[config.mk]
export PLATFORM = sky130hd
export DESIGN_NAME = mem_arbiter
export DESIGN_NICKNAME = d
export VERILOG_FILES = /design/src/rtl/mem_arb_pkg.sv /design/src/rtl/mem_byte_lane.sv /design/src/rtl/mem_arbiter.sv
export SDC_FILE = /design/constraint.sdc
export NUM_CORES = 1
export LEC_CHECK = 0
export CORE_MARGIN = 3
export CORE_UTILIZATION = 60
export CTS_CLUSTER_SIZE = 16
export DETAILED_ROUTE_END_ITERATION = 8
export DONT_BUFFER_PORTS = 1
export PLACE_DENSITY = 0.81
export SYNTH_ARGS = -nofsm -noshare
export SYNTH_HDL_FRONTEND = slang
export SYNTH_SLANG_ARGS = --single-unit
[constraint.sdc]
create_clock -name clk -period 4.37 [get_ports clk]
set_clock_uncertainty 0.2 [all_clocks]
set_input_delay 0.437 -clock clk [delete_from_list [all_inputs] [get_ports clk]]
set_output_delay 0.437 -clock clk [all_outputs]
set_load 0.01 [all_outputs]
[src/rtl/mem_arb_pkg.sv]
// Shared types and constants for the unified LC-3b memory port arbiter.
package mem_arb_pkg;

    // Sequencer states: one access at a time, always IDLE -> BUSY -> RESP -> IDLE.
    typedef enum logic [1:0] {
        IDLE   = 2'd0,
        BUSY_I = 2'd1,
        BUSY_D = 2'd2,
        RESP   = 2'd3
    } arb_state_t;

    // Which requester owns the access in flight (also the round-robin "last" winner).
    typedef enum logic {
        OWN_I = 1'b0,
        OWN_D = 1'b1
    } owner_t;

    // Byte write enables: [1] = high lane (odd byte), [0] = low lane (even byte).
    localparam logic [1:0] WE_NONE = 2'b00;
    localparam logic [1:0] WE_LO   = 2'b01;
    localparam logic [1:0] WE_HI   = 2'b10;
    localparam logic [1:0] WE_WORD = 2'b11;

endpackage

[src/rtl/mem_byte_lane.sv]
// Combinational byte-lane steering for LDB/STB on a two-lane memory word.
// Little-endian: address bit 0 = 0 selects the low byte.
module mem_byte_lane
    import mem_arb_pkg::*;
#(
    parameter int DATA_W = 16
) (
    input  logic              addr0,
    input  logic              is_byte,
    input  logic              we,
    input  logic [DATA_W-1:0] wdata,
    input  logic [DATA_W-1:0] rdata,
    output logic [1:0]        mem_we,
    output logic [DATA_W-1:0] mem_wdata,
    output logic [DATA_W-1:0] rdata_out
);

    localparam int BYTE_W = DATA_W / 2;

    // Pick write enables, replicate the store byte onto both lanes, extract the load byte.
    always_comb begin
        mem_we    = WE_NONE;
        mem_wdata = wdata;
        rdata_out = rdata;
        if (is_byte) begin
            mem_wdata = {wdata[BYTE_W-1:0], wdata[BYTE_W-1:0]};
            rdata_out = {{BYTE_W{1'b0}}, (addr0 ? rdata[DATA_W-1:BYTE_W] : rdata[BYTE_W-1:0])};
            if (we) begin
                mem_we = addr0 ? WE_HI : WE_LO;
            end
        end else if (we) begin
            mem_we = WE_WORD;
        end
    end

endmodule

[src/rtl/mem_arbiter.sv]
// Two-requester arbiter/sequencer for the single unified memory port.
// Fetch (i_*) and load/store (d_*) share the port; ties are resolved round-robin.
//
// Requester handshake: x_req is raised and held until x_r. x_r is a one-cycle
// pulse in RESP carrying x_rdata; x_rdata then holds until the next completion
// to that requester. Inputs are sampled only on the granting edge, so dropping
// x_req mid-access does not cancel it. A requester that wants no further access
// must have x_req low in the cycle after x_r, because the sequencer is back in
// IDLE then and treats a high x_req as a new request.
module mem_arbiter
    import mem_arb_pkg::*;
#(
    parameter int ADDR_W  = 16,
    parameter int DATA_W  = 16,
    parameter int TIMEOUT = 255
) (
    input  logic              clk,
    input  logic              reset,
    input  logic              i_req,
    input  logic [ADDR_W-1:0] i_addr,
    output logic              i_r,
    output logic [DATA_W-1:0] i_rdata,
    input  logic              d_req,
    input  logic              d_we,
    input  logic              d_byte,
    input  logic [ADDR_W-1:0] d_addr,
    input  logic [DATA_W-1:0] d_wdata,
    output logic              d_r,
    output logic [DATA_W-1:0] d_rdata,
    output logic              mem_en,
    output logic [1:0]        mem_we,
    output logic [ADDR_W-1:0] mem_addr,
    output logic [DATA_W-1:0] mem_wdata,
    input  logic [DATA_W-1:0] mem_rdata,
    input  logic              mem_r,
    output logic              err,
    output logic [1:0]        dbg_state
);

    // Watchdog counter only needs to reach TIMEOUT-1; the limit cycle itself triggers the abort.
    localparam int   CNT_W  = (TIMEOUT > 1) ? $clog2(TIMEOUT) : 1;
    localparam int   TO_LIM = (TIMEOUT > 0) ? (TIMEOUT - 1) : 0;
    localparam logic TO_EN  = (TIMEOUT > 0) ? 1'b1 : 1'b0;

    arb_state_t        state_q, state_d;
    owner_t            owner_q, last_q, grant_own;
    logic [ADDR_W-1:0] addr_q;
    logic              we_q, byte_q;
    logic [DATA_W-1:0] wdata_q;
    logic [CNT_W-1:0]  cnt_q;
    logic              err_q;
    logic [DATA_W-1:0] i_rdata_q, d_rdata_q;

    logic              grant, busy, timeout_hit, done;
    logic [1:0]        lane_we;
    logic [DATA_W-1:0] lane_wdata, lane_rdata, resp_data;

    mem_byte_lane #(.DATA_W(DATA_W)) u_lane (
        .addr0     (addr_q[0]),
        .is_byte   (byte_q),
        .we        (we_q),
        .wdata     (wdata_q),
        .rdata     (mem_rdata),
        .mem_we    (lane_we),
        .mem_wdata (lane_wdata),
        .rdata_out (lane_rdata)
    );

    assign grant       = (state_q == IDLE) && (i_req || d_req);
    assign busy        = (state_q == BUSY_I) || (state_q == BUSY_D);
    assign timeout_hit = TO_EN && busy && !mem_r && (cnt_q == CNT_W'(TO_LIM));
    assign done        = busy && (mem_r || timeout_hit);
    // An aborted access returns zero rather than whatever is on the bus.
    assign resp_data   = mem_r ? lane_rdata : '0;

    // Pick the winner: a lone requester wins, a tie goes to whoever did not win last.
    always_comb begin
        grant_own = OWN_I;
        if (i_req && d_req) begin
            grant_own = (last_q == OWN_I) ? OWN_D : OWN_I;
        end else if (d_req) begin
            grant_own = OWN_D;
        end
    end

    // Next-state logic for the IDLE -> BUSY -> RESP sequence.
    always_comb begin
        state_d = state_q;
        case (state_q)
            IDLE:           if (grant) state_d = (grant_own == OWN_I) ? BUSY_I : BUSY_D;
            BUSY_I, BUSY_D: if (done)  state_d = RESP;
            RESP:           state_d = IDLE;
            default:        state_d = IDLE;
        endcase
    end

    // State register plus the latched access, watchdog and response registers.
    always_ff @(posedge clk or negedge reset) begin
        if (!reset) begin
            state_q   <= IDLE;
            owner_q   <= OWN_I;
            last_q    <= OWN_D;
            addr_q    <= '0;
            we_q      <= 1'b0;
            byte_q    <= 1'b0;
            wdata_q   <= '0;
            cnt_q     <= '0;
            err_q     <= 1'b0;
            i_rdata_q <= '0;
            d_rdata_q <= '0;
        end else begin
            state_q <= state_d;
            if (grant) begin
                owner_q <= grant_own;
                last_q  <= grant_own;
                cnt_q   <= '0;
                if (grant_own == OWN_I) begin
                    addr_q  <= i_addr;
                    we_q    <= 1'b0;
                    byte_q  <= 1'b0;
                    wdata_q <= '0;
                end else begin
                    addr_q  <= d_addr;
                    we_q    <= d_we;
                    byte_q  <= d_byte;
                    wdata_q <= d_wdata;
                end
            end
            if (busy && !mem_r && TO_EN && !timeout_hit) begin
                cnt_q <= cnt_q + CNT_W'(1);
            end
            if (timeout_hit) begin
                err_q <= 1'b1;
            end
            if (done) begin
                if (owner_q == OWN_I) begin
                    i_rdata_q <= resp_data;
                end else begin
                    d_rdata_q <= resp_data;
                end
            end
        end
    end

    assign mem_en    = busy;
    assign mem_we    = busy ? lane_we : WE_NONE;
    assign mem_addr  = busy ? {addr_q[ADDR_W-1:1], 1'b0} : '0;
    assign mem_wdata = busy ? lane_wdata : '0;
    assign i_r       = (state_q == RESP) && (owner_q == OWN_I);
    assign d_r       = (state_q == RESP) && (owner_q == OWN_D);
    assign i_rdata   = i_rdata_q;
    assign d_rdata   = d_rdata_q;
    assign err       = err_q;
    assign dbg_state = state_q;

endmodule

==> impl_metrics.json, run 1 <==
{
  "status": "finished clean",
  "grt_pass1_vias": 2433,
  "synth_top_cells_by_count": "dfrtp_1, and2_1, mux2_2",
  "worstSetupPathType": "flip-flop to primary output",
  "yosys.area.top_type": "dfrtp_1",
  "core_area_um2": 6030,
  "drt-pass1-iter-count": 5,
  "drive_above_1_share": 0.187,
  "row_count": 28,
  "grt_pass1_wl_um": 12600,
  "stdcell_count": 412,
  "dpl_cell_area_um2": 3840,
  "globalplace.congestion": 0.813,
  "ys_types": 44,
  "drt_iter0_drc": 114,
  "maxCapViolCount": 0,
  "min_from": "d_wdata[10]",
  "endpoint_kind": "primary output",
  "ys_async_sr_fraction": 1.00,
  "reg2reg_depth": 6,
  "wirelength_um": 7870,
  "port_buffers": 0,
  "setup_ws_ps": 1790,
  "nets": 407,
  "ios": 143,
  "max_freq_mhz": 387,
  "drt.antenna.violating_nets": 0,
  "drc": 0,
  "r2r-start": "cnt_q[0]",
  "min_path_cells": 1,
  "synth.most_common_cell": "dfrtp_1",
  "rsz0062_at_grt": "false",
  "wl_per_cell_um": 19.1,
  "p_leak_nw": 1.91,
  "die_area_um2": 7360,
  "viasPerCell": 6.05,
  "start_util": 0.634,
  "antenna_found_initial": 0,
  "cts_buffers": 9,
  "hold_viol_final": 0,
  "grt_max_degree": 80,
  "fin_setup_tns_ps": 0,
  "dp_cells": 394,
  "synth-seq-cells": 79,
  "clockRootBuffer": "clkbuf_8",
  "rrSetupSlack_ps": 1950,
  "die_y_um": 85.8,
  "antenna_cells": 0,
  "power_density_nw_per_um2": 727,
  "vias": 2494,
  "syn_nets": 413,
  "worst_pin_slew_ps": 870,
  "timing.slew.headroom": 0.420,
  "cts_tree": "built",
  "reg2reg_to": "i_rdata[14]",
  "finalSetupViolations": 0,
  "worstSetupStartpointType": "flip-flop",
  "syn_to_final_growth_pct": 6.85,
  "hold_class": "input port to flip-flop",
  "ys_seq_area_frac": 0.518,
  "cp_data_arrival_time_ps": 1950,
  "yosysWarnings": 0,
  "synth-edff-count": 0,
  "htree_num_levels": 3,
  "cts_sinks": 79,
  "synth_cells": 338,
  "gr-total-overflow": 0,
  "dp_slack_ps": 1960,
  "final_area_um2": 4080,
  "syn_area_um2": 3820,
  "critPathRequiredTime_ps": 3730,
  "ys_top_cells_by_area": "dfrtp_1, mux2_2, mux2i_1, and2_1, a22o_1",
  "synth_flop_cell": "dfrtp_1",
  "cts_setup_buffers": 0,
  "cts_buffer_depth": 2,
  "grt_usage": 0.219,
  "clkSlewWorstSetupHoldPaths_ps": 90,
  "dieWidth_um": 85.8,
  "worst-path-max-fanout": 35,
  "synth_top_area_share": 0.511,
  "dpl.hpwl_um": 5580,
  "min_to": "wdata_q[10]",
  "period_minus_slack_ps": 2580,
  "period_share": 0.591,
  "report.final.slew_viol_count": 0,
  "avgSynthCellArea_um2": 11.3,
  "p_total_mw": 2.97,
  "vdd_ir_drop_max_uv": 424,
  "clkLatencyLatePin_ps": 340
}
critical path: stages, from the launching register on:
cell and delay, ps:
dfrtp_1 450, inv_1 70, ha_1 340, buf_4 320, nand2_1 120, a21oi_1 280
layout make-up:
class / instances / area, um2
Clock buffer: 9 / 124
Timing Repair Buffer: 5 / 60.1
Multi-Input combinational cell: 233 / 1730
Clock inverter: 7 / 81.3
Sequential cell: 79 / 1980
Fill cell: 471 / 1940
Inverter: 4 / 15.0
Tap cell: 75 / 93.8
flip-flops by register name (all words and copies together) (netlist names), 2 cells and up:
signal	count
addr_q	16
d_rdata	16
i_rdata	16
wdata_q	16
cnt_q	8
dbg_state	2
per-layer routing:
metal / up-vias / global-route usage / share of wire / wire, um
met2: 99 / 0.359 / 0.49 / 3880
met5: - / 0 / 0 / 0
met1: 1216 / 0.278 / 0.42 / 3310
met4: 0 / 0.0849 / 0.012 / 92
met3: 8 / 0.0567 / 0.075 / 587
li1: 1171 / - / - / -
worst max-delay path by stage:
stage          slack, ps         start     endpoint
2_1_floorplan       2160  dbg_state[0]     cnt_q[7]
3_3_place_gp        2040      cnt_q[0]  d_rdata[14]
3_5_place_dp        1960      cnt_q[0]   d_rdata[3]
4_1_cts             1770  dbg_state[1]    mem_we[0]
5_1_grt             1640  dbg_state[1]    mem_we[0]
6_report            1790  dbg_state[0]    mem_we[0]
power breakdown:
part	internal (mW)	total, mW	switching [mW]	leakage, nW
Combinational	0.491	1.07	0.574	0.792
Sequential	1.03	1.34	0.314	1.02
Clock	0.271	0.556	0.285	0.0940
placed cells by master, fill, tap and decap left out, types with 2 or more instances in the layout:
cell type	count
a21o_1	4
dfrtp_1	78
inv_1	4
nand3_1	12
clkbuf_8	9
or3_1	2
o21ai_0	21
a22o_1	18
nor3b_1	2
mux2_2	32
nor2b_1	11
nor2_1	3
mux2i_1	25
a21boi_0	8
and2_1	33
ha_1	4
nand2_1	29
a21oi_1	6
clkinvlp_4	3
buf_4	3
and3_1	2
per-stage QoR:
| step | util | hold slack (ps) |
|---|---|---|
| after floorplan | - | -58.6 |
| after global placement | 0.637 | -56.9 |
| after detailed placement | 0.637 | -56.8 |
| after CTS | 0.677 | 1.70 |
| after global routing | 0.677 | 5.50 |
| final | 0.677 | 19.8 |
what timing repair did:
item / CTS / global route
hold endpoints to repair: 79 / 0
resized for setup: 0 / 0
hold buffers: 2 / 0
cells by family after synthesis:
logic type	synth area share
compound gates	0.128
fa+ha+maj	0.0131
buf+inv	0.0334
mux	0.160
flops	0.518
simple gates	0.146
other cells	0.000982
No activity file was read; power rests on OpenSTA's default activity.
==> run 2, diff against run 1 <==
--- a/config.mk
+++ b/config.mk
@@ -6,11 +6,11 @@
 export NUM_CORES = 1
 export LEC_CHECK = 0
 export CORE_MARGIN = 3
-export CORE_UTILIZATION = 60
+export CORE_UTILIZATION = 57
 export CTS_CLUSTER_SIZE = 16
 export DETAILED_ROUTE_END_ITERATION = 8
 export DONT_BUFFER_PORTS = 1
-export PLACE_DENSITY = 0.81
+export PLACE_DENSITY = 0.8
 export SYNTH_ARGS = -nofsm -noshare
 export SYNTH_HDL_FRONTEND = slang
 export SYNTH_SLANG_ARGS = --single-unit
==> constraint.sdc (replaced) <==
create_clock -name clk -period 2.11 [get_ports clk]
set_clock_uncertainty 0.2 [all_clocks]
set_input_delay 0.211 -clock clk [delete_from_list [all_inputs] [get_ports clk]]
set_output_delay 0.211 -clock clk [all_outputs]
set_load 0.01 [all_outputs]
==> run 2 against run 1 <==
The run now ends with negative hold slack left; wire length grew 20%; worst hold slack lost 660 ps; register-to-register slack lost 1900 ps; clock power grew 98%; final cell count grew 17%; via count grew 14%; first-iteration DRC count grew 32%; die area grew 4.9%; design area grew 17%; setup slack lost 1700 ps; critical endpoint is now mem_we[1].
==> impl_metrics.json, run 2 (synthesis gave the netlist of run 1 again) <==
{
  "ios": 143,
  "multi_input_area_um2": 1760,
  "maxCapViolCount": 0,
  "cts_setup_buffers": 0,
  "start_util": 0.595,
  "seq_area_um2": 1980,
  "nFillCells": 397,
  "drt_iter0_drc": 151,
  "drc": 0,
  "p_leak_nw": 2.21,
  "report.final.slew_viol_count": 0,
  "finalSetupViolations": 0,
  "setup_ws_ps": 40.0,
  "dp_slack_ps": 133,
  "worstSetupPathType": "flip-flop to primary output",
  "wirelength_um": 9440,
  "period_minus_slack_ps": 2070,
  "drt-pass1-iter-count": 4,
  "cp_data_arrival_time_ps": 1660,
  "port_buffers": 0,
  "hold_viol_final": 79,
  "reg2reg_depth": 6,
  "status": "complete, but fails checks",
  "die_area_um2": 7720,
  "period_share": 0.981,
  "globalplace.congestion": 0.846,
  "endpoint_kind": "primary output",
  "viasPerCell": 5.91,
  "cp-startpoint": "dbg_state[0]",
  "worstPathCellList": "inv_2 > ha_4 > buf_6 > nand2_1 > a21oi_1",
  "grt_usage": 0.247,
  "worst-path-max-fanout": 35,
  "dieWidth_um": 87.9,
  "reg2reg_to": "i_rdata[4]",
  "crit_buf_inv": 2,
  "htree_num_levels": 3,
  "drive_above_1_share": 0.187,
  "clkLatencyLatePin_ps": 330,
  "dpl.hpwl_um": 5680,
  "vias": 2854,
  "rsz0062_at_grt": "true",
  "worst_pin_slew_ps": 506,
  "grt_pass1_vias": 2901,
  "cts_sinks": 79,
  "row_count": 29,
  "power_density_nw_per_um2": 1370,
  "rrSetupSlack_ps": 80,
  "final_area_um2": 4790,
  "vdd_ir_drop_max_uv": 1020,
  "cp.depth": 5,
  "cts_hold_repair.buffers": 59,
  "cts_buffer_depth": 2,
  "cpLargestDelayFamily": "flip-flops",
  "final_cell_mix": "dfrtp_1, dlygate4sd3_1, and2_1, mux2_2, nand2_1",
  "fin_setup_tns_ps": 0,
  "syn_to_final_growth_pct": 25.4,
  "cts_buffers": 9,
  "gr-total-overflow": 0,
  "r2r-start": "cnt_q[1]",
  "clockRootBuffer": "clkbuf_8",
  "max_freq_mhz": 483,
  "timing.slew.headroom": 0.662,
  "crit_slowest_cell": "dfrtp_1",
  "antenna_cells": 0,
  "wl_per_cell_um": 19.5,
  "core_area_um2": 6420,
  "cts_tree": "built",
  "violations": "negative hold slack",
  "grt_pass1_wl_um": 14600,
  "nets": 476,
  "critPathRequiredTime_ps": 1700,
  "antenna_found_initial": 0,
  "clkSlewWorstSetupHoldPaths_ps": 90,
  "holdWs_ps": -637,
  "endpoint": "mem_we[1]",
  "grt_max_degree": 80,
  "drt.antenna.violating_nets": 0,
  "die_y_um": 87.9,
  "final_common_cell": "dfrtp_1",
  "worstSetupStartpointType": "flip-flop",
  "hold_class": "input port to async pin",
  "max_stage_delay_ps": 380,
  "dpl_cell_area_um2": 3980
}
-- run 2: changes by cell type in the layout (fill, tap and decap cells not counted), sizes merged --
cell / change
buf: +11
clkinvlp: -1
clkbuf: +4
inv: -2
dlygate4sd3: +58
clkinv: -1
-- run 2: per-layer routing --
metal | up-vias | track usage | share of wire
met2 | 120 | 0.423 | 0.51
met3 | 31 | 0.0546 | 0.058
li1 | 1311 | - | -
met5 | - | 0 | 0
met1 | 1392 | 0.299 | 0.40
met4 | 0 | 0.110 | 0.032
-- run 2: worst min-delay path by stage --
stage / from / end / slack [ps] / depth (start not counted)
6_report: reset / d_rdata[13] / -640 / 0
5_1_grt: reset / i_rdata[8] / -670 / 0
4_1_cts: reset / d_rdata[13] / -670 / 0
3_5_place_dp: reset / wdata_q[8] / -280 / 0
3_3_place_gp: reset / wdata_q[8] / -280 / 0
2_1_floorplan: reset / addr_q[0] / -280 / 0
-- run 2: where the power goes --
part	internal, mW	switching (mW)
logic	1.33	1.42
clock network	0.581	0.518
registers	2.14	0.567
total	4.05	2.50
-- run 2: final cells by class --
type | count | area share
Inverter | 4 | 0.00313
Clock buffer | 13 | 0.0311
Clock inverter | 3 | 0.00940
Tap cell | 77 | 0.0201
Timing Repair Buffer | 74 | 0.157
Multi-Input combinational cell | 233 | 0.366
Sequential cell | 79 | 0.413
-- run 2: repair_timing --
| action | CTS | global route |
|---|---|---|
| gates resized for setup | 1 | 4 |
| endpoints found under the hold margin | 130 | 79 |
| gates cloned | 0 | 0 |
| endpoints found under the setup margin | 2 | 6 |
-- run 2: metrics by stage --
| stage | power, mW | util | hold WS (ps) | std cells |
|---|---|---|---|---|
| global route | 7.00 | 0.746 | -666 | 483 |
| CTS | 6.49 | 0.743 | -666 | 483 |
| global placement | 5.13 | 0.620 | -283 | 408 |
| finish | 6.56 | 0.746 | -637 | 483 |
| detailed placement | 5.24 | 0.620 | -283 | 408 |
| floorplan | 4.61 | - | -285 | 338 |
